File: config.mk
export PLATFORM = sky130hd
export DESIGN_NAME = mem_lsu
export DESIGN_NICKNAME = d
export VERILOG_FILES = /design/src/rtl/mem_lsu_pkg.sv /design/src/rtl/lsu_align.sv /design/src/rtl/mem_lsu.sv
export SDC_FILE = /design/constraint.sdc
export NUM_CORES = 1
export LEC_CHECK = 0
export ABC_AREA = 1
export BUFFER_PORTS_ARGS = -buffer_cell sky130_fd_sc_hd__buf_2
export CAP_MARGIN = 10
export CELL_PAD_IN_SITES_DETAIL_PLACEMENT = 0
export CELL_PAD_IN_SITES_GLOBAL_PLACEMENT = 1
export CORE_ASPECT_RATIO = 1.5
export CORE_MARGIN = 2
export CORE_UTILIZATION = 33
export CTS_CLUSTER_SIZE = 10
export DETAILED_ROUTE_END_ITERATION = 8
export GPL_TIMING_DRIVEN = 0
export PLACE_DENSITY = 0.93
export SLEW_MARGIN = 25
export SYNTH_ARGS = -nofsm -noshare
export SYNTH_HDL_FRONTEND = slang
export SYNTH_SLANG_ARGS = --single-unit
File: constraint.sdc
create_clock -name clk_i -period 3.3 [get_ports clk_i]
set_input_delay 0.495 -clock clk_i [delete_from_list [all_inputs] [get_ports clk_i]]
set_output_delay 0.495 -clock clk_i [all_outputs]
set_load 0.01 [all_outputs]
File: src/rtl/mem_lsu_pkg.sv
// Shared types and constants for the MEM-stage load/store unit.
// Covers the FSM state encoding, funct3 size/sign codes and the alignment rule.
package mem_lsu_pkg;

    typedef enum logic [1:0] {
        LSU_IDLE  = 2'd0,
        LSU_REQ   = 2'd1,
        LSU_WAIT  = 2'd2,
        LSU_DRAIN = 2'd3
    } lsu_state_t;

    localparam logic [2:0] FUNCT3_LB  = 3'b000;
    localparam logic [2:0] FUNCT3_LH  = 3'b001;
    localparam logic [2:0] FUNCT3_LW  = 3'b010;
    localparam logic [2:0] FUNCT3_LBU = 3'b100;
    localparam logic [2:0] FUNCT3_LHU = 3'b101;
    localparam logic [2:0] FUNCT3_SB  = 3'b000;
    localparam logic [2:0] FUNCT3_SH  = 3'b001;
    localparam logic [2:0] FUNCT3_SW  = 3'b010;

    // funct3[1:0] encodes the access size for both loads and stores.
    function automatic logic size_misaligned(input logic [2:0] funct3, input logic [1:0] off);
        logic mis;
        mis = 1'b0;
        if (funct3[1:0] == 2'b01)
            mis = off[0];
        else if (funct3[1:0] == 2'b10)
            mis = (off != 2'b00);
        return mis;
    endfunction

endpackage

File: src/rtl/lsu_align.sv
// Combinational lane logic for the LSU: store strobe/data placement,
// misalignment detection and load byte/halfword extraction with extension.
module lsu_align
    import mem_lsu_pkg::*;
#(
    parameter int XLEN = 32
) (
    input  logic [2:0]      funct3,
    input  logic [1:0]      off,
    input  logic [XLEN-1:0] wdata,
    output logic [3:0]      store_strb,
    output logic [XLEN-1:0] store_data,
    output logic            misaligned,
    input  logic [2:0]      ld_funct3,
    input  logic [1:0]      ld_off,
    input  logic [XLEN-1:0] rdata,
    output logic [XLEN-1:0] ld_result
);

    logic [7:0]  lane_b;
    logic [15:0] lane_h;

    assign misaligned = size_misaligned(funct3, off);

    always_comb begin
        store_strb = 4'b1111;
        store_data = wdata;
        unique case (funct3[1:0])
            2'b00: begin
                store_strb = 4'b0001 << off;
                store_data = {4{wdata[7:0]}};
            end
            2'b01: begin
                store_strb = off[1] ? 4'b1100 : 4'b0011;
                store_data = {2{wdata[15:0]}};
            end
            default: begin
                store_strb = 4'b1111;
                store_data = wdata;
            end
        endcase
    end

    // Extraction uses the offset/funct3 captured at issue, not the live MEM inputs.
    always_comb begin
        lane_b    = rdata[8*ld_off +: 8];
        lane_h    = ld_off[1] ? rdata[31:16] : rdata[15:0];
        ld_result = rdata;
        unique case (ld_funct3)
            FUNCT3_LB:  ld_result = XLEN'($signed(lane_b));
            FUNCT3_LH:  ld_result = XLEN'($signed(lane_h));
            FUNCT3_LBU: ld_result = {{(XLEN-8){1'b0}}, lane_b};
            FUNCT3_LHU: ld_result = {{(XLEN-16){1'b0}}, lane_h};
            default:    ld_result = rdata;
        endcase
    end

endmodule

File: src/rtl/mem_lsu.sv
// MEM-stage load/store unit: turns one load/store into a single data-bus
// transaction, stalls the pipeline via mem_req_o/mem_done_o and drains killed responses.
module mem_lsu
    import mem_lsu_pkg::*;
#(
    parameter int XLEN = 32
) (
    input  logic            clk_i,
    input  logic            rst_i,
    input  logic            mem_valid_i,
    input  logic            mem_is_load_i,
    input  logic            mem_is_store_i,
    input  logic [2:0]      mem_funct3_i,
    input  logic [XLEN-1:0] mem_addr_i,
    input  logic [XLEN-1:0] mem_wdata_i,
    input  logic            mem_trap_valid_i,
    input  logic            kill_i,
    output logic            mem_req_o,
    output logic            mem_done_o,
    output logic [XLEN-1:0] mem_rdata_o,
    output logic            misaligned_load_o,
    output logic            misaligned_store_o,
    output logic            dmem_req_o,
    output logic            dmem_we_o,
    output logic [XLEN-1:0] dmem_addr_o,
    output logic [3:0]      dmem_wstrb_o,
    output logic [XLEN-1:0] dmem_wdata_o,
    input  logic            dmem_gnt_i,
    input  logic            dmem_rvalid_i,
    input  logic [XLEN-1:0] dmem_rdata_i
);

    lsu_state_t      state;
    logic            killed;

    logic [1:0]      cap_off;
    logic [2:0]      cap_funct3;
    logic            cap_load;
    logic            req_we;
    logic [XLEN-1:0] req_addr;
    logic [3:0]      req_strb;
    logic [XLEN-1:0] req_wdata;

    logic [3:0]      store_strb;
    logic [XLEN-1:0] store_data;
    logic            misaligned;
    logic [XLEN-1:0] ld_result;
    logic            access;
    logic            live;
    logic            issue;
    logic [XLEN-1:0] cur_addr;
    logic [3:0]      cur_strb;
    logic [XLEN-1:0] cur_wdata;

    lsu_align #(.XLEN(XLEN)) u_align (
        .funct3     (mem_funct3_i),
        .off        (mem_addr_i[1:0]),
        .wdata      (mem_wdata_i),
        .store_strb (store_strb),
        .store_data (store_data),
        .misaligned (misaligned),
        .ld_funct3  (cap_funct3),
        .ld_off     (cap_off),
        .rdata      (dmem_rdata_i),
        .ld_result  (ld_result)
    );

    assign misaligned_load_o  = mem_valid_i && mem_is_load_i && misaligned;
    assign misaligned_store_o = mem_valid_i && mem_is_store_i && misaligned;

    assign access = mem_valid_i && (mem_is_load_i || mem_is_store_i) && !mem_trap_valid_i
                    && !misaligned_load_o && !misaligned_store_o;
    assign live   = access && !kill_i && !rst_i;
    assign issue  = (state == LSU_IDLE) && live;

    assign cur_addr  = {mem_addr_i[XLEN-1:2], 2'b00};
    assign cur_strb  = mem_is_store_i ? store_strb : 4'b0000;
    assign cur_wdata = mem_is_store_i ? store_data : '0;

    // A stalled access stays requested in every state; a new access behind a drain waits here.
    assign mem_req_o   = live;
    assign mem_done_o  = (state == LSU_WAIT) && dmem_rvalid_i && !kill_i && !rst_i;
    assign mem_rdata_o = (mem_done_o && cap_load) ? ld_result : '0;

    // Bus drive: live inputs on the issue cycle, registered copy while waiting for grant.
    always_comb begin
        dmem_req_o   = 1'b0;
        dmem_we_o    = 1'b0;
        dmem_addr_o  = '0;
        dmem_wstrb_o = 4'b0000;
        dmem_wdata_o = '0;
        if (!rst_i) begin
            if (state == LSU_REQ) begin
                dmem_req_o   = 1'b1;
                dmem_we_o    = req_we;
                dmem_addr_o  = req_addr;
                dmem_wstrb_o = req_strb;
                dmem_wdata_o = req_wdata;
            end else if (issue) begin
                dmem_req_o   = 1'b1;
                dmem_we_o    = mem_is_store_i;
                dmem_addr_o  = cur_addr;
                dmem_wstrb_o = cur_strb;
                dmem_wdata_o = cur_wdata;
            end
        end
    end

    always_ff @(posedge clk_i) begin
        if (rst_i) begin
            state  <= LSU_IDLE;
            killed <= 1'b0;
        end else begin
            unique case (state)
                LSU_IDLE: begin
                    killed <= 1'b0;
                    if (issue)
                        state <= dmem_gnt_i ? LSU_WAIT : LSU_REQ;
                end
                LSU_REQ: begin
                    if (kill_i)
                        killed <= 1'b1;
                    if (dmem_gnt_i)
                        state <= (killed || kill_i) ? LSU_DRAIN : LSU_WAIT;
                end
                LSU_WAIT: begin
                    // A kill coinciding with the response needs no drain: the response is already here.
                    if (dmem_rvalid_i)
                        state <= LSU_IDLE;
                    else if (kill_i)
                        state <= LSU_DRAIN;
                end
                LSU_DRAIN: begin
                    if (dmem_rvalid_i)
                        state <= LSU_IDLE;
                end
                default: state <= LSU_IDLE;
            endcase
        end
    end

    always_ff @(posedge clk_i) begin
        if (issue) begin
            cap_off    <= mem_addr_i[1:0];
            cap_funct3 <= mem_funct3_i;
            cap_load   <= mem_is_load_i;
            req_we     <= mem_is_store_i;
            req_addr   <= cur_addr;
            req_strb   <= cur_strb;
            req_wdata  <= cur_wdata;
        end
    end

endmodule

==> reports/qor.yml <==
layout.nets: 938
die_area_sq_um: 15240
gr-usage-met2: 0.3397
switchingPower_mw: 0.5871
clock_sinks: 76
wl_per_cell_um: 14.52
hold_violations: 0
clk_latency_ns: 0.34
first_pass_iters: 4
endpoint_kind: "output port"
grtUsageMet1: 0.2204
tightest_slew_ns: 0.6814
fillers: 1457
cpMaxStageDelayCell: "buf_6"
syn_avg_cell_area_sq_um: 7.744
fp.dieH_um: 150.2
synthCells: 607
slew_viol_final: 0
p_leak_nw: 2.874
place_congestion: 0.8368
yosys.area_share.simple: 0.2731
crit_buf_inv: 5
vias_per_cell: 4.664
antenna_found_initial: 1
critPathLaunchType: "primary input"
fp.coreArea_sq_um: 13990
final.setup.worst_slack_ns: 0.2285
cp_max_fo: 47
grt_overflow: 0
peakVddDrop_mv: 0.2705
num_vias: 4790
synthXorXnorAreaFrac: 0
cp.required_ns: 2.80
dp_cells: 1011
cap_violations: 0
whs_ns: 0.3412
wirelength_um: 14910
portBuffers: 210
grt_pass1_wl_um: 22340
ys_types: 29
initial_core_util: 0.3360
antenna_cells: 0
synth-seq-area-share: 0.4791
cp.arrival_ns: 2.58
swShare: 0.2496
design_area_sq_um: 6321
grt_max_degree: 48
synth_compound_area_frac: 0.1624
slowest_delay_ns: 0.38
grt_pass1_vias: 4568
slew_headroom: 0.5458
ys_warn_count: 0
hp-class: "in2reg"
critPathMostFrequentCell: "buf_2"
cts-buffers-inserted: 9
clkPwrFrac: 0.428
syn_area_sq_um: 4701
period_share: 0.9308
dp_hpwl_um: 11350
fmax_mhz: 325.6
synthMuxAreaShare: 0.002129
drc: 0
seqPwrFrac: 0.458
final_cells: 1027
fp-row-count: 53
utilization: 0.4518
tns_ns: 0
grtUsageTotal: 0.1889
clk_pin_slew_ns: 0.06
crit_family: "buffers and inverters"
cellPowerDensity_nw_per_um2: 372.1
rsz0062_at_grt: "no"
first_iter_violations: 190
synthAdderAreaFrac: 0
cp_cell_sequence: "buf_2, buf_2, nor2_4, nor2_1, nand2_2, nand2_4, nor2_8, buf_6, buf_12, nand2_1, a21oi_1, buf_2"
cts_tree: "built"
htree_num_levels: 3
fin_crit_ns: 3.071
p_int_mw: 1.765
combPwrFrac: 0.114
power.total_mw: 2.352
top_usage_layer: "met2"
setup_viol: 0
place_area_sq_um: 6018
finClkSkew_ns: 0.006958
worstSetupPathType: "in2out"
clockBufferDepth: 2
dp_worst_setup_slack_ns: 0.05311
area_growth_pct: 34.47
ys_ff_latch: 76
grt_util_met3: 0.03018
io_pins: 214
synth_top_family_by_area: "simple AND/OR/NAND/NOR gates"
status: "complete, no violations"
layout-drive-gt1-share: 0.3473
clockRootBuffer: "clkbuf_16"
die_width_um: 101.5
ant_nets: 0
[power by group through the flow]
stage | sequential (mW) | clock, mW | combinational (mW)
after detailed placement | 1.10 | 0 | 0.269
after CTS | 1.08 | 1.03 | 0.270
final | 1.08 | 1.01 | 0.269
after floorplan | 1.10 | 0 | 0.135
after global routing | 1.08 | 1.06 | 0.299
after global placement | 1.10 | 0 | 0.265
[flip-flops by register name (all words and copies together) (netlist names)]
name	flops
cap_funct3	3
cap_load	1
cap_off	2
killed	1
req_addr	30
req_strb	4
req_wdata	32
req_we	1
state	2
[routing by layer]
metal,up-vias,share of wire
li1,2442,-
met1,2156,0.39
met2,166,0.52
met3,26,0.059
met4,0,0.026
met5,-,0
[cell type report]
class / count / area [sq um] / area share
Clock inverter: 7 / 73.82 / 0.01168
Timing Repair Buffer: 211 / 1071 / 0.1694
Clock buffer: 9 / 225.2 / 0.03563
Tap cell: 192 / 240.2 / 0.03800
Buffer: 38 / 221.5 / 0.03504
Multi-Input combinational cell: 448 / 2064 / 0.3266
Inverter: 46 / 172.7 / 0.02732
Sequential cell: 76 / 2252 / 0.3563
[cell usage after synthesis]
cell type,instances,area (sq um)
nand2_1,166,623.1
nor2_1,98,367.9
edfxtp_1,73,2192
a21oi_1,61,305.3
inv_1,45,168.9
o21ai_0,45,225.2
nand2_2,21,131.4
a21oi_2,20,175.2
clkbuf_1,19,71.32
buf_2,11,55.05
nor3_1,10,50.05
nand3_1,8,40.04
o22ai_1,8,50.05
buf_4,4,30.03
dfxtp_1,3,60.06
buf_12,2,40.04
a211oi_1,1,7.510
and2_1,1,6.260
buf_1,1,3.750
buf_8,1,15.01
clkinv_1,1,3.750
conb_1,1,3.750
mux2i_1,1,10.01
nand2_4,1,11.26
nor2_2,1,6.260
nor2_4,1,11.26
nor2_8,1,20.02
nor3_2,1,10.01
or2_2,1,6.260
[path summary, 6_finish.rpt]
kind	slack (ns)	endpoint	depth (start not counted)	start
worst min register to register	0.55	killed$_SDFFE_PP0P_	2	killed$_SDFFE_PP0P_
worst max-delay path	0.23	dmem_addr_o[26]	12	mem_funct3_i[0]
worst max register to register	1.27	req_addr[12]$_DFFE_PN_	6	state[1]$_SDFFE_PP0P_
worst min-delay path	0.34	cap_funct3[2]$_DFFE_PN_	1	mem_funct3_i[2]
[worst reg2reg max path: stages, from the launching register on]
cell     delay, ns
dfxtp_1       0.30
buf_4         0.15
nor2_1        0.23
inv_1         0.15
nor2_8        0.17
buf_6         0.39
buf_12        0.32
[kinds of logic (layout without fill, tap and decap cells)]
logic type,Yosys count,in the layout
AO/OA/AOI/OAI,135,135
buffers and inverters,84,311
other,1,2
AND/OR/NAND/NOR,310,310
multiplexers,1,1
flip-flops,76,76
[placed cells by master (no fill, tap or decap)]
| master | count |
|---|---|
| or2_2 | 1 |
| buf_12 | 3 |
| a21oi_1 | 61 |
| buf_8 | 1 |
| inv_6 | 2 |
| buf_1 | 1 |
| nor2_1 | 98 |
| nand2_2 | 21 |
| and2_1 | 1 |
| clkbuf_1 | 19 |
| buf_6 | 1 |
| inv_1 | 45 |
| conb_1 | 2 |
| buf_4 | 4 |
| a211oi_1 | 1 |
| dfxtp_1 | 3 |
| mux2i_1 | 1 |
| clkinv_1 | 3 |
| edfxtp_1 | 73 |
| nor2_4 | 1 |
| nand2_1 | 166 |
| bufinv_16 | 1 |
| inv_8 | 1 |
| nor3_1 | 10 |
| nor2_8 | 1 |
| a21oi_2 | 20 |
| o22ai_1 | 8 |
| nor2_2 | 1 |
| buf_2 | 220 |
| nand2_4 | 1 |
| nand3_1 | 8 |
| o21ai_0 | 45 |
| clkinvlp_4 | 1 |
| nor3_2 | 1 |
| clkbuf_16 | 9 |
[what timing repair did]
item	4_1_cts	5_1_grt
gates resized for setup	0	1
buffers inserted	0	0
hold buffers	0	0
setup endpoints to repair	0	7
(Power assumes the default switching activity.)
